`config.mk`:
```
export PLATFORM = sky130hd
export DESIGN_NAME = i2s_sample_scheduler
export DESIGN_NICKNAME = d
export VERILOG_FILES = /design/src/rtl/i2s_sample_scheduler.sv
export SDC_FILE = /design/constraint.sdc
export NUM_CORES = 1
export LEC_CHECK = 0
export BUFFER_PORTS_ARGS = -buffer_cell sky130_fd_sc_hd__buf_2
export CORE_MARGIN = 4
export CORE_UTILIZATION = 29
export CTS_CLUSTER_DIAMETER = 100
export DETAILED_ROUTE_END_ITERATION = 12
export PLACE_DENSITY = 0.56
export SETUP_SLACK_MARGIN = 0.3
export SKIP_LAST_GASP = 1
export SYNTH_ARGS = -nofsm -noshare
export SYNTH_HDL_FRONTEND = slang
export SYNTH_SLANG_ARGS = --single-unit
```
`constraint.sdc`:
```
create_clock -name input_clk -period 6 [get_ports input_clk]
set_input_delay 0.3 -clock input_clk [delete_from_list [all_inputs] [get_ports input_clk]]
set_output_delay 0.3 -clock input_clk [all_outputs]
set_load 0.02 [all_outputs]
```
`src/rtl/i2s_sample_scheduler.sv`:
```
// ---------------------------------------------------------------------------
// i2s_sample_scheduler
//
// Frame-rate sample scheduler and source arbiter that sits in front of the
// I2S transmitter. Two 16-bit producers are arbitrated (fixed priority or
// round-robin) into a small sample FIFO. Once running, exactly one sample is
// popped per audio frame and held on sample_out for the whole frame. The
// block also owns the transmitter reset release so that frame timing is
// deterministic relative to sample updates.
//
// Ports:
//   input_clk        system clock (12.288 MHz)
//   reset            asynchronous active-low reset
//   enable           run request
//   arb_mode         0 = fixed priority (src0 wins), 1 = round-robin
//   src0_data/valid  source 0 sample and offer
//   src0_ready       source 0 granted this cycle
//   src1_data/valid  source 1 sample and offer
//   src1_ready       source 1 granted this cycle
//   sample_out       sample presented to the transmitter
//   frame_tick       one-cycle pulse aligned with each sample_out update
//   tx_reset_n       active-low transmitter reset
//   fifo_level       current FIFO occupancy
//   underflow_count  saturating count of frames that found the FIFO empty
//   state            00 = IDLE, 01 = PRIME, 10 = RUN
// ---------------------------------------------------------------------------
module i2s_sample_scheduler #(
  parameter int FIFO_DEPTH     = 4,
  parameter int FRAME_CYCLES   = 256,
  parameter int PRIME_LEVEL    = 2,
  parameter int UNDERFLOW_ZERO = 1
) (
  input  logic                          input_clk,
  input  logic                          reset,
  input  logic                          enable,
  input  logic                          arb_mode,
  input  logic [15:0]                   src0_data,
  input  logic                          src0_valid,
  output logic                          src0_ready,
  input  logic [15:0]                   src1_data,
  input  logic                          src1_valid,
  output logic                          src1_ready,
  output logic [15:0]                   sample_out,
  output logic                          frame_tick,
  output logic                          tx_reset_n,
  output logic [$clog2(FIFO_DEPTH):0]   fifo_level,
  output logic [7:0]                    underflow_count,
  output logic [1:0]                    state
);

  localparam int AW = $clog2(FIFO_DEPTH);
  localparam int CW = $clog2(FRAME_CYCLES);

  localparam logic [AW:0]   FULL_LEVEL  = (AW + 1)'(FIFO_DEPTH);
  localparam logic [AW:0]   PRIME_LVL   = (AW + 1)'(PRIME_LEVEL);
  localparam logic [CW-1:0] LAST_CYCLE  = CW'(FRAME_CYCLES - 1);

  typedef enum logic [1:0] {
    IDLE  = 2'b00,
    PRIME = 2'b01,
    RUN   = 2'b10
  } state_t;

  state_t          r_state;
  logic [CW-1:0]   r_frameCount;
  logic [15:0]     r_sample;
  logic            r_tick;
  logic            r_txResetN;
  logic [7:0]      r_underflow;

  logic [15:0]     r_mem [FIFO_DEPTH];
  logic [AW-1:0]   r_wrPtr;
  logic [AW-1:0]   r_rdPtr;
  logic [AW:0]     r_level;
  // 1 = src1 was granted last, so src0 holds round-robin priority next.
  logic            r_lastGrant;

  logic            w_full;
  logic            w_empty;
  logic            w_grant0;
  logic            w_grant1;
  logic            w_push;
  logic [15:0]     w_pushData;
  logic            w_boundary;
  logic            w_pop;

  assign w_full  = (r_level == FULL_LEVEL);
  assign w_empty = (r_level == '0);

  // Source arbitration. A full FIFO blocks both sources even when a pop is
  // happening this cycle, which keeps ready free of any path from the frame
  // counter. With only one source valid, both modes simply grant it.
  always_comb begin
    w_grant0 = 1'b0;
    w_grant1 = 1'b0;
    if (!w_full) begin
      if (!arb_mode || !(src0_valid && src1_valid)) begin
        w_grant0 = src0_valid;
        w_grant1 = src1_valid && !src0_valid;
      end else begin
        w_grant0 = r_lastGrant;
        w_grant1 = !r_lastGrant;
      end
    end
  end

  assign src0_ready = w_grant0;
  assign src1_ready = w_grant1;

  assign w_push     = w_grant0 || w_grant1;
  assign w_pushData = w_grant0 ? src0_data : src1_data;

  // The last cycle of a RUN frame is the boundary; the pop happens on the
  // edge that ends it, together with the registered frame_tick.
  assign w_boundary = (r_state == RUN) && (r_frameCount == LAST_CYCLE);
  assign w_pop      = w_boundary && !w_empty;

  // Sample storage has no reset; validity is tracked by the pointers/level.
  always_ff @(posedge input_clk) begin
    if (w_push) begin
      r_mem[r_wrPtr] <= w_pushData;
    end
  end

  // FIFO pointers, occupancy and round-robin history. Pointers wrap
  // naturally because the depth is a power of two.
  always_ff @(posedge input_clk or negedge reset) begin
    if (!reset) begin
      r_wrPtr     <= '0;
      r_rdPtr     <= '0;
      r_level     <= '0;
      r_lastGrant <= 1'b1;
    end else begin
      if (w_push) begin
        r_wrPtr     <= r_wrPtr + AW'(1);
        r_lastGrant <= w_grant1;
      end
      if (w_pop) begin
        r_rdPtr <= r_rdPtr + AW'(1);
      end
      case ({w_push, w_pop})
        2'b10:   r_level <= r_level + (AW + 1)'(1);
        2'b01:   r_level <= r_level - (AW + 1)'(1);
        default: r_level <= r_level;
      endcase
    end
  end

  // Scheduler state machine with all outputs registered. In RUN a falling
  // enable is only honoured at the frame boundary, after that boundary's
  // normal pop, so the transmitter never sees a truncated frame.
  always_ff @(posedge input_clk or negedge reset) begin
    if (!reset) begin
      r_state      <= IDLE;
      r_frameCount <= '0;
      r_sample     <= '0;
      r_tick       <= 1'b0;
      r_txResetN   <= 1'b0;
      r_underflow  <= '0;
    end else begin
      r_tick <= w_boundary;
      case (r_state)
        IDLE: begin
          r_frameCount <= '0;
          r_txResetN   <= 1'b0;
          if (enable) begin
            r_state <= PRIME;
          end
        end
        PRIME: begin
          r_frameCount <= '0;
          if (!enable) begin
            r_state <= IDLE;
          end else if (r_level >= PRIME_LVL) begin
            r_state    <= RUN;
            r_txResetN <= 1'b1;
          end
        end
        RUN: begin
          if (w_boundary) begin
            r_frameCount <= '0;
            if (!w_empty) begin
              r_sample <= r_mem[r_rdPtr];
            end else begin
              if (UNDERFLOW_ZERO != 0) begin
                r_sample <= '0;
              end
              if (r_underflow != 8'hFF) begin
                r_underflow <= r_underflow + 8'd1;
              end
            end
            if (!enable) begin
              r_state    <= IDLE;
              r_txResetN <= 1'b0;
            end
          end else begin
            r_frameCount <= r_frameCount + CW'(1);
          end
        end
        default: begin
          r_state      <= IDLE;
          r_frameCount <= '0;
          r_txResetN   <= 1'b0;
        end
      endcase
    end
  end

  assign sample_out      = r_sample;
  assign frame_tick      = r_tick;
  assign tx_reset_n      = r_txResetN;
  assign fifo_level      = r_level;
  assign underflow_count = r_underflow;
  assign state           = r_state;

endmodule

```
# After elaboration in Yosys (flattened, before gate mapping)

Memories as Yosys holds them, arrays and structs flattened.
Cells that the tools add are included.

Add/subtract/negate cells: 6
Order comparisons: 1
Equality and inequality tests: 13
Multiplexer cells: 22
Reductions and logical operators: 18

Operators by type and width:

| operator                                                              | count |
|---|---|
| 16-bit two-way mux                                                    | 2 |
| 8-bit by 1-bit adder with 8-bit output, second input constant         | 2 |
| 8-bit two-way mux                                                     | 2 |
| 4-bit AND reduction                                                   | 3 |
| 1-bit two-way mux                                                     | 10 |
| 2-bit two-way mux                                                     | 5 |
| 2-bit inequality test, second input constant                          | 5 |
| 8-bit == test, second input constant                                  | 1 |
| 8-bit inequality test, second input constant                          | 1 |
| 2-bit case mux with 3 select lines                                    | 1 |
| 3-bit case mux with 2 select lines                                    | 1 |
| 1-bit zero test                                                       | 5 |
| 2-bit by 1-bit adder with 2-bit output, second input constant         | 2 |
| 2-bit by 1-bit == test with 1-bit output, second input constant       | 2 |
| 2-bit == test, second input constant                                  | 2 |
| 1-bit logical AND                                                     | 4 |
| 3-bit by 1-bit adder with 3-bit output, second input constant         | 1 |
| 3-bit == test, second input constant                                  | 1 |
| 3-bit by 2-bit >= comparator with 1-bit output, second input constant | 1 |
| 3-bit zero test                                                       | 1 |
| 3-bit inequality test, second input constant                          | 1 |
| 3-bit by 1-bit subtractor with 3-bit output, second input constant    | 1 |
| 2-bit zero test                                                       | 1 |
| 1-bit logical OR                                                      | 2 |
| 3 further kinds                                                       | 3 |

Flip-flop bits (word level): 44
RAM bits: 64
Input port bits: 38
Memories kept: 1

Memories:

| memory | words | width | read ports | clocked after memory_dff | write ports | RTL line | source |
|---|---|---|---|---|---|---|---|
| r_mem  | 4     | 16    | 1          | 0                        | 1           | 71       | `logic [15:0] r_mem [FIFO_DEPTH];` |

# Logic depth before layout (Yosys ltp)

Depth in word-level cells: 8
Mapped depth: 10
Mapped depth without buffers: 10

# Worst setup path after synthesis

OpenSTA, ideal clock, no wires.

Path kind: input -> register
Start point: in state[0]
End point: reg r_level[2] (netlist: fifo_level[2])
Library setup time: 80 ps
Data arrival time: 2369 ps
Required time: 5920 ps
Setup slack: 3550 ps
Stages: 10
Cell sequence: dfrtp_1 -> nand2b_2 -> nor4_4 -> buf_6 -> ha_1 -> inv_1 -> fa_1 -> xor2_1 -> nor2_1 -> xor2_1

Longest elaborated chain between the ends: 5

Ends and longest elaborated chain:

| item                                                                      | RTL line | source |
|---|---|---|
| from (decl)                                                               | 48       | `output logic [1:0] state` |
| 2-bit == test *                                                           | 115      | `assign w_boundary = (r_state == RUN) && (r_frameCount == LAST_CYCLE);` |
| 1-bit logical AND *                                                       | 115      |  |
| 1-bit logical AND *                                                       | 116      | `assign w_pop = w_boundary && !w_empty;` |
| via w_pop                                                                 | 85       | `logic w_pop;` |
| 2-bit by 1-bit == test with 1-bit output or 2-bit == test (tied branches) | 141      | `case ({w_push, w_pop})` |
| 3-bit case mux with 2 select lines or 2-bit nonzero test (tied branches)  | -        |  |
| to (signal assigned)                                                      | 142      | `2'b10: r_level <= r_level + (AW + 1)'(1);` |
| to (signal assigned)                                                      | 143      | `2'b01: r_level <= r_level - (AW + 1)'(1);` |
| to (signal assigned)                                                      | 144      | `default: r_level <= r_level;` |
| to (decl)                                                                 | 74       | `logic [AW:0] r_level;` |

The timed path passes the listed nets; every way through them passes the cells marked *.
A chain may end at the register's enable or synchronous reset.

# Final worst setup path

Start point: in r_frameCount[0]
End point: reg r_level[2] (netlist: fifo_level[2])

Longest elaborated chain between the ends: 5

Ends and longest elaborated chain:

| item                                                                      | RTL line | source |
|---|---|---|
| from (decl)                                                               | 65       | `logic [CW-1:0] r_frameCount;` |
| 8-bit == test *                                                           | 115      |  |
| 1-bit logical AND *                                                       | 115      |  |
| 1-bit logical AND *                                                       | 116      |  |
| 2-bit by 1-bit == test with 1-bit output or 2-bit == test (tied branches) | 141      |  |
| 3-bit case mux with 2 select lines or 2-bit nonzero test (tied branches)  | -        |  |

Every way passes the cells marked *; elsewhere a longest branch is shown, timed or not.

==> out/qor.yml <==
outcome:
  status: "completed"
synthesis:
  synth_top_area_share_pct: 42.6
  synth-seq-area-share_pct: 67.1
  syn_nets: 314
  synth_xor_area_share_pct: 3.28
  synth_fa_ha_area_share_pct: 2.39
  yosysUniqueCellTypes: 41
  synthSimpleGateAreaFrac_pct: 7.94
  synth.top_cells.by_area: "edfxtp_1 43%, dfrtp_1 24%, mux4_2 8.0%"
  ys_ff_latch: 108
  avgSynthCellArea_um2: 16.8
  yosysTopAreaCell: "edfxtp_1"
  synth_top_family_by_area: "multiplexers"
  synthCells: 268
  syn_area_um2: 4510
  ys_warn_count: 0
  synth_compound_area_share_pct: 4.50
  synthMuxAreaShare_pct: 13.0
die:
  die_h_um: 133
  die_x_um: 133
  ioPinCount: 71
  dieArea_um2: 17600
  num_rows: 45
  coreArea_um2: 15200
  initial_core_util_pct: 29.7
sta:
  min_period_ns: 2.50
  skew_ns: 0.00734
  rsz0062_at_grt: "false"
  fmaxAchievable_mhz: 399
  finalHoldViolCount: 0
  min_period_over_period_pct: 41.7
  tightest_slew_ns: 1.06
  setup_tns_ns: 0
  finalMaxSlewViolations: 0
  setup_violations: 0
  relSlewSlack_pct: 29.5
drt:
  ant_nets: 0
  drtIter0Drc: 145
  wl_met2_um: 4420
  wl_per_cell_um: 16.3
  dr.max_layer_used: "met4"
  dr.pass1.iters: 4
  drc: 0
  route.met3.wl_um: 380
  vias: 2499
  wl_met1_um: 3870
  routed_wl_um: 8760
  viasPerCell: 4.65
global_routing:
  grt_pass1_vias: 2570
  antenna_found_initial: 0
  grt_overflow: 0
  grt.total_usage_pct: 10.5
  grt_max_degree: 45
  grt_pass1_wl_um: 14200
worst_setup_path:
  crit_path_start_kind: "flop"
  crit_arrival_ns: 2.77
  slowest_stage: "dfrtp_1"
  crit_required_ns: 6.27
  crit_type: "reg2reg"
  critPathMaxFanout: 19
  critPathTopFamily: "adder cells"
  reg2reg_slack_ns: 3.50
  worstPathCellList: "ha_1 > nand4_1 > nor4_4 > buf_4 > ha_1 > inv_1 > fa_1 > xor2_1 > nor2_1 > xor2_1"
  critPathBufInv: 2
  crit_path_end_kind: "flop"
  cpPeakStageDelay_ns: 0.38
clock_tree:
  htreeDepth: 3
  clk_pin_slew_ns: 0.07
  cts_tree: "yes"
  cts-buffers-inserted: 9
  clk_latency_ns: 0.35
  post_cts_buffers: 0
  cts_sinks: 108
  hold_buffers: 0
  clock_path_buffers: 2
  cts_root_buf: "clkbuf_16"
  post_cts_resized: 0
cells_and_area:
  fillCellCount: 1462
  final_core_util_pct: 35.1
  nets: 390
  most-common-layout-cells: "70 x buf_2, 64 x edfxtp_1, 43 x dfrtp_1"
  syn_to_final_growth_pct: 18.4
  drive_gt1_share_pct: 37.2
  layout_commonest_cell: "buf_2"
  n_antenna_cell: 0
power_and_ir_drop:
  p_switching_uw: 583
  p_comb_share_pct: 19.4
  p_clk_share_pct: 27.7
  peakVddDrop_v: 0.000200
  p_int_uw: 1430
  power_density_nw_per_um2: 376
  p_leak_uw: 0.00220
  swShare_pct: 29.0
  pwr-share-seq_pct: 52.9
job:
  cap_violations: 0
placement:
  numPortBuffers: 70
  dp_hpwl_um: 5830
  gp_congestion: 0.784
hold_path:
  hp-class: "in2async"
## power by group through the flow
stage / registers [uW] / logic (uW) / clock network (uW)
after floorplan: 1080 / 250 / 0
after global placement: 1070 / 399 / 0
after detailed placement: 1080 / 403 / 0
after CTS: 1070 / 404 / 578
after global routing: 1080 / 436 / 614
final: 1060 / 390 / 557
## area by class of cell
cell class                 instances  area (um2)  area share (%)
sequential                       108        3020            56.6
multi-input combinational        143        1400            26.2
timing repair buffer              72         365            6.84
tap                              188         235            4.41
clock buffer                      10         229            4.29
clock inverter                     6        47.5           0.891
inverter                          10        37.5           0.703
## synthesized netlist by cell type
| library cell | number |
|---|---|
| a21oi_1 | 1 |
| a22o_1 | 16 |
| a31oi_1 | 4 |
| and2_1 | 6 |
| and2b_2 | 1 |
| and3_1 | 4 |
| and4_4 | 1 |
| buf_2 | 1 |
| buf_4 | 3 |
| buf_6 | 1 |
| clkbuf_1 | 2 |
| dfrtp_1 | 43 |
| dfstp_2 | 1 |
| edfxtp_1 | 64 |
| fa_1 | 1 |
| ha_1 | 7 |
| inv_1 | 10 |
| mux2_1 | 1 |
| mux2_2 | 18 |
| mux2i_1 | 1 |
| mux4_2 | 16 |
| nand2_1 | 10 |
| nand2b_1 | 1 |
| nand2b_2 | 1 |
| nand3_1 | 5 |
| nand3_2 | 2 |
| nand3b_1 | 3 |
| nand4_1 | 3 |
| nand4_4 | 1 |
| nor2_1 | 10 |
| nor3_1 | 4 |
| nor3_4 | 1 |
| nor3b_1 | 1 |
| nor4_1 | 2 |
| nor4_4 | 1 |
| o211ai_1 | 1 |
| o21a_1 | 2 |
| o21ai_0 | 2 |
| xnor2_1 | 4 |
| xor2_1 | 11 |
| xor2_2 | 1 |
## through the flow
| stage | power (uW) | worst slack [ns] | cells | cell area [um2] | hold slack [ns] |
|---|---|---|---|---|---|
| after floorplan | 1330 | 3.55 | 268 | 4510 | 0.00441 |
| after global placement | 1470 | 3.58 | 521 | 5060 | 0.462 |
| after detailed placement | 1480 | 3.49 | 521 | 5060 | 0.474 |
| after CTS | 2050 | 3.47 | 537 | 5340 | 0.173 |
| after global routing | 2130 | 3.27 | 537 | 5340 | 0.214 |
| final | 2010 | 3.50 | 537 | 5340 | 0.132 |
## sequential cells by signal, summed over array words and instances, names as in the netlist
signal           count
r_lastGrant          1
r_wrPtr              2
r_mem               64
r_frameCount         8
underflow_count      8
fifo_level           3
tx_reset_n           1
state                2
sample_out          16
r_rdPtr              2
frame_tick           1
## layer usage
layer / up-vias / track usage, %
met2: 51 / 17.2
met5: - / 0
met3: 8 / 4.03
met1: 1271 / 13.1
li1: 1169 / -
met4: 0 / 2.77
## final timing paths
| path | cells past startpoint | to | from |
|---|---|---|---|
| max in group asynchronous | 1 | r_frameCount[7]$_DFF_PN0_ | reset |
| min reg2reg | 1 | r_frameCount[0]$_DFF_PN0_ | r_frameCount[0]$_DFF_PN0_ |
| min | 1 | underflow_count[2]$_DFFE_PN0P_ | reset |
| max | 10 | fifo_level[2]$_DFFE_PN0P_ | r_frameCount[0]$_DFF_PN0_ |
| min in group input_clk | 2 | state[0]$_DFFE_PN0P_ | enable |
| max reg2reg | 10 | fifo_level[2]$_DFFE_PN0P_ | r_frameCount[0]$_DFF_PN0_ |
## kinds of logic after synthesis
group | Yosys count
buffers and inverters | 17
adder cells (fa/ha/maj) | 8
XOR/XNOR | 16
AO/OA/AOI/OAI | 26
multiplexers | 36
flip-flops | 108
AND/OR/NAND/NOR | 57
Power figures use the tool's default switching activity.
